[src/rtl/pool_row_feeder.sv]
//------------------------------------------------------------------------------
// pool_row_feeder: buffers each even row and streams vertically aligned pixel
// pairs (even-row, odd-row) to the 2x2 pooling kernel.   Rev 1.0
//------------------------------------------------------------------------------
`default_nettype none

module pool_row_feeder #(
  parameter int DATA_W = 32,
  parameter int IMG_W  = 24,
  parameter int IMG_H  = 24
) (
  input  logic              clk,
  input  logic              rst,
  input  logic [DATA_W-1:0] s_data,
  input  logic              s_valid,
  input  logic              clear,
  output logic [DATA_W-1:0] d_out1,
  output logic [DATA_W-1:0] d_out2,
  output logic              out_valid,
  output logic              out_row_end,
  output logic              frame_done
);

  localparam int COL_W = (IMG_W > 1) ? $clog2(IMG_W) : 1;
  localparam int ROW_W = (IMG_H > 1) ? $clog2(IMG_H) : 1;
  localparam logic [COL_W-1:0] COL_LAST = COL_W'(IMG_W - 1);
  localparam logic [ROW_W-1:0] ROW_LAST = ROW_W'(IMG_H - 1);

  logic [COL_W-1:0]  col;
  logic [ROW_W-1:0]  row;
  logic [DATA_W-1:0] line_buf [IMG_W];

  logic              accept;
  logic              last_col;
  logic              last_row;
  logic              odd_row;
  logic [DATA_W-1:0] upper_pix;

  assign accept    = s_valid & ~clear;
  assign last_col  = (col == COL_LAST);
  assign last_row  = (row == ROW_LAST);
  assign odd_row   = row[0];
  assign upper_pix = line_buf[col];

  // Frame position; clear outranks a valid pixel in the same cycle.
  always_ff @(posedge clk or posedge rst) begin
    if (rst) begin
      col <= '0;
      row <= '0;
    end else if (clear) begin
      col <= '0;
      row <= '0;
    end else if (s_valid) begin
      if (last_col) begin
        col <= '0;
        row <= last_row ? '0 : row + 1'b1;
      end else begin
        col <= col + 1'b1;
      end
    end
  end

  // Line buffer holds no reset state; only even rows write it.
  always_ff @(posedge clk) begin
    if (accept && !odd_row) begin
      line_buf[col] <= s_data;
    end
  end

  always_ff @(posedge clk or posedge rst) begin
    if (rst) begin
      d_out1      <= '0;
      d_out2      <= '0;
      out_valid   <= 1'b0;
      out_row_end <= 1'b0;
      frame_done  <= 1'b0;
    end else begin
      out_valid   <= accept & odd_row;
      out_row_end <= accept & odd_row & last_col;
      frame_done  <= accept & last_row & last_col;
      if (accept && odd_row) begin
        d_out1 <= upper_pix;
        d_out2 <= s_data;
      end
    end
  end

endmodule

`default_nettype wire

[config.mk]
export PLATFORM = sky130hd
export DESIGN_NAME = pool_row_feeder
export DESIGN_NICKNAME = d
export VERILOG_FILES = /design/src/rtl/pool_row_feeder.sv
export SDC_FILE = /design/constraint.sdc
export NUM_CORES = 1
export LEC_CHECK = 0
export ABC_AREA = 1
export CAP_MARGIN = 20
export CELL_PAD_IN_SITES_DETAIL_PLACEMENT = 0
export CELL_PAD_IN_SITES_GLOBAL_PLACEMENT = 1
export CORE_MARGIN = 2
export CORE_UTILIZATION = 35
export DETAILED_ROUTE_END_ITERATION = 7
export GPL_TIMING_DRIVEN = 0
export PLACE_DENSITY = 0.63
export SYNTH_ARGS = -nofsm -noshare
export SYNTH_HDL_FRONTEND = slang
export SYNTH_SLANG_ARGS = --single-unit
[constraint.sdc]
create_clock -name clk -period 4.2 [get_ports clk]
set_input_delay 1.05 -clock clk [delete_from_list [all_inputs] [get_ports clk]]
set_output_delay 1.05 -clock clk [all_outputs]
set_load 0.05 [all_outputs]
==> results by group <==
Run status
  – Outcome: completed

Drt
  – DR vias: 24000
  – DRC: 0
  – WL/cell: 23.2 um
  – Detail Route Antenna Nets: 0
  – Initial DRT Pass Iterations: 5
  – First DRT Iteration DRCs: about 2400
  – Number of vias per cell: about 4.7
  – Routed WL: 117 mm

Worst setup path
  – Reg2reg path depth: 6
  – CP startpoint kind: flip-flop
  – Req. time, crit path: around 4.6 ns
  – CP most frequent cell: buf_2
  – Critical path origin: col[2]
  – Arr. time, crit path: about 4 ns
  – Crit end category: flip-flop
  – Reg2reg end: line_buf[11][9]
  – Delay of the slowest cell on the worst path: 0.84 ns
  – Crit-path cells: buf_2, nor3_2, buf_2, inv_1, nor3_4, buf_16
  – Critical path class: flip-flop to flip-flop
  – Worst-path cell with the longest stage delay: nor3_2
  – CP max FO: 12
  – Reg2reg setup slack: around 0.56 ns
  – Reg2reg start: col[2]

GRT
  – Overflow after GRT: 0
  – Vias in the first global route: ~23000
  – Largest net degree at the start of global routing: 52
  – Initial antenna violation count: 5
  – GRT Overall Usage: 22.6%
  – First-pass GRT wire length: roughly 160 mm

Placement
  – Area post-placement: between 30000 and 40000 um^2
  – Dpl hpwl: slightly above 80 mm
  – PortBufs: just over 100
  – GPL Wtd Cong: slightly above 0.8

Clock tree
  – # H-tree levels: 3
  – Total CTS buffers: 95
  – Root Buffer: clkbuf_16
  – TritonCTS clock tree: done
  – Hold-fix buffers, CTS: 0
  – Setup bufs post-CTS: 0
  – CTS Sinks: between 800 and 900
  – Clk_lat worst skew: 0.69 ns
  – Clock Path Buffers: 3
  – Clock Pin Slew Worst Setup and Hold Paths: ~0.060 ns
  – Post-CTS resize count: 0

STA
  – Final Hold Vio Count: 0
  – Rel. slew slack: 25.7%
  – Period utilisation layout: a little under 90%
  – Worst-Margin Slew: 1.11 ns
  – Final setup viols: 0
  – Tmin final: ~3.6 ns
  – Setup TNS: 0 ns
  – Clock Skews: just under 0.03 ns
  – Hold WS: approximately 0.47 ns
  – Max-slew violation count: 0
  – RSZ-0062 raised after global routing: no
  – Fmax: around 0.27 GHz

Synth
  – Post-synth EDFFs: between 700 and 800
  – Sequential area share after synthesis: 70.4%
  – Mapped Cells: between 3000 and 4000
  – Flops & latches, synth: about 850
  – Post-Synthesis Net Count: 3399
  – Top_reg_cell synth: edfxtp_1
  – Mapped cell area: 35500 um^2
  – Mean post-synth cell area: 10.6 um^2
  – Fraction of registers with async set/reset: 9.11%
  – Synth cell types: 30
  – Synth warn: 0

Layout
  – Most frequent cells in the layout: nand2_1 (1008), edfxtp_1 (768), inv_1 (472)
  – Finished Cell Area: about 43000 um^2
  – Final core utilization: 42.5%
  – Layout net count: ~3700
  – Share of post-route cells with drive strength above 1: about a tenth
  – Area Overhead vs Synth: 20.1%
  – Most common cell after layout, fill and taps aside: nand2_1

Power
  – LEAKAGE: around 17 nW
  – Max VDD drop: ~0.33 mV
  – Power per cell area: between 400 and 500 nW/um^2

Hold path
  – Worst Hold End: d_out2[10]
  – Hold Crit Class: flip-flop to flip-flop
  – Hold Path Stages: 2
  – Hold Path Origin: d_out2[10]

Floorplanning
  – Chip width: 322 um
  – Die area: just over 100000 um^2
  – Initial Utilization: between 30 and 40%
  – Io pins: between 100 and 150
  – # rows: ~120
  – Die Y: 322 um
  – Core area: roughly 100000 um^2

Flow run
  – Max Cap Viol: 0
[through the flow]
| stage | total power [mW] | cells | worst slack, ns |
|---|---|---|---|
| 2_1_floorplan | 11.2 | 3357 | 0.738 |
| 3_3_place_gp | 12.3 | 4816 | -2.23 |
| 3_5_place_dp | 12.3 | 4860 | 0.0817 |
| 4_1_cts | 20.6 | 5040 | 0.532 |
| 5_1_grt | 21.1 | 5048 | 0.503 |
| 6_report | 20.5 | 5049 | 0.561 |
[metal layers]
layer	part of all wire, %	global-route usage, %
met1	43	30.2
met2	46	36.5
met3	7.6	4.57
met4	3.3	7.90
met5	0	0
[how the worst max path moves through the flow]
stage                       end  slack [ns]  cells after the start
4_1_cts        line_buf[11][13]        0.53                      6
2_1_floorplan    line_buf[0][0]        0.74                      6
3_5_place_dp     line_buf[0][9]        0.08                      8
3_3_place_gp   line_buf[12][11]       -2.23                      7
5_1_grt        line_buf[11][13]        0.50                      6
6_report        line_buf[11][9]        0.56                      6
[power breakdown]
group / internal [mW] / total (mW) / switching, mW
registers: 9.39 / 9.51 / 0.122
logic: 0.787 / 2.65 / 1.87
clock network: 4.84 / 8.30 / 3.46
total: 15.0 / 20.5 / 5.45
[worst max-delay path, delay by kind of cell, from the launching register on]
kind          cells  cell delay, ns
simple gates      2            1.65
flops             1            0.37
buf+inv           4            1.28
[flip-flops by register name, summed over array words and instances, names as in the netlist]
signal and cells:
line_buf 768, d_out1 32, d_out2 32, col 5, row 5, frame_done 1
out_row_end 1, out_valid 1
[cell usage after synthesis, types with 3 or more instances]
master    count  share of area [%]
buf_1        15               0.16
ha_1          6               0.21
nor3_2        3              0.085
nand3_1     414                5.8
buf_4         8               0.17
buf_6         9               0.29
or2_1         7               0.12
dfrtp_1      77                5.4
nor2_1      282                3.0
nand4_1       3              0.053
or2_2        25               0.44
nand2_1    1008                 11
inv_1       473                5.0
xor2_1        3              0.074
o21ai_0      73                1.0
buf_2        85                1.2
edfxtp_1    768                 65
o21ai_1      36               0.51
nor2_2        4              0.071
clkbuf_1     47               0.50
[final cells by class]
type | count | area, um^2
clock buffers | 144 | 2750
clock inverters | 36 | 359
inverters | 476 | 1790
diodes | 1 | 2.50
multi-input cells | 1872 | 8070
well taps | 1357 | 1700
repair buffers | 154 | 2130
plain buffers | 164 | 820
flip-flops and latches | 845 | 25000
fillers | 9552 | 57700
[cell families after synthesis]
| family | Yosys count | share of synthesized area, % |
|---|---|---|
| DFF | 845 | 70.4 |
| xor gates and xnor gates | 3 | 0.0741 |
| buffers and inverters | 640 | 7.35 |
| adders and majority gates | 6 | 0.212 |
| and+or+nand+nor | 1751 | 20.3 |
| AOI/OAI and AO/OA | 112 | 1.60 |
No activity file was read; power rests on OpenSTA's default activity.
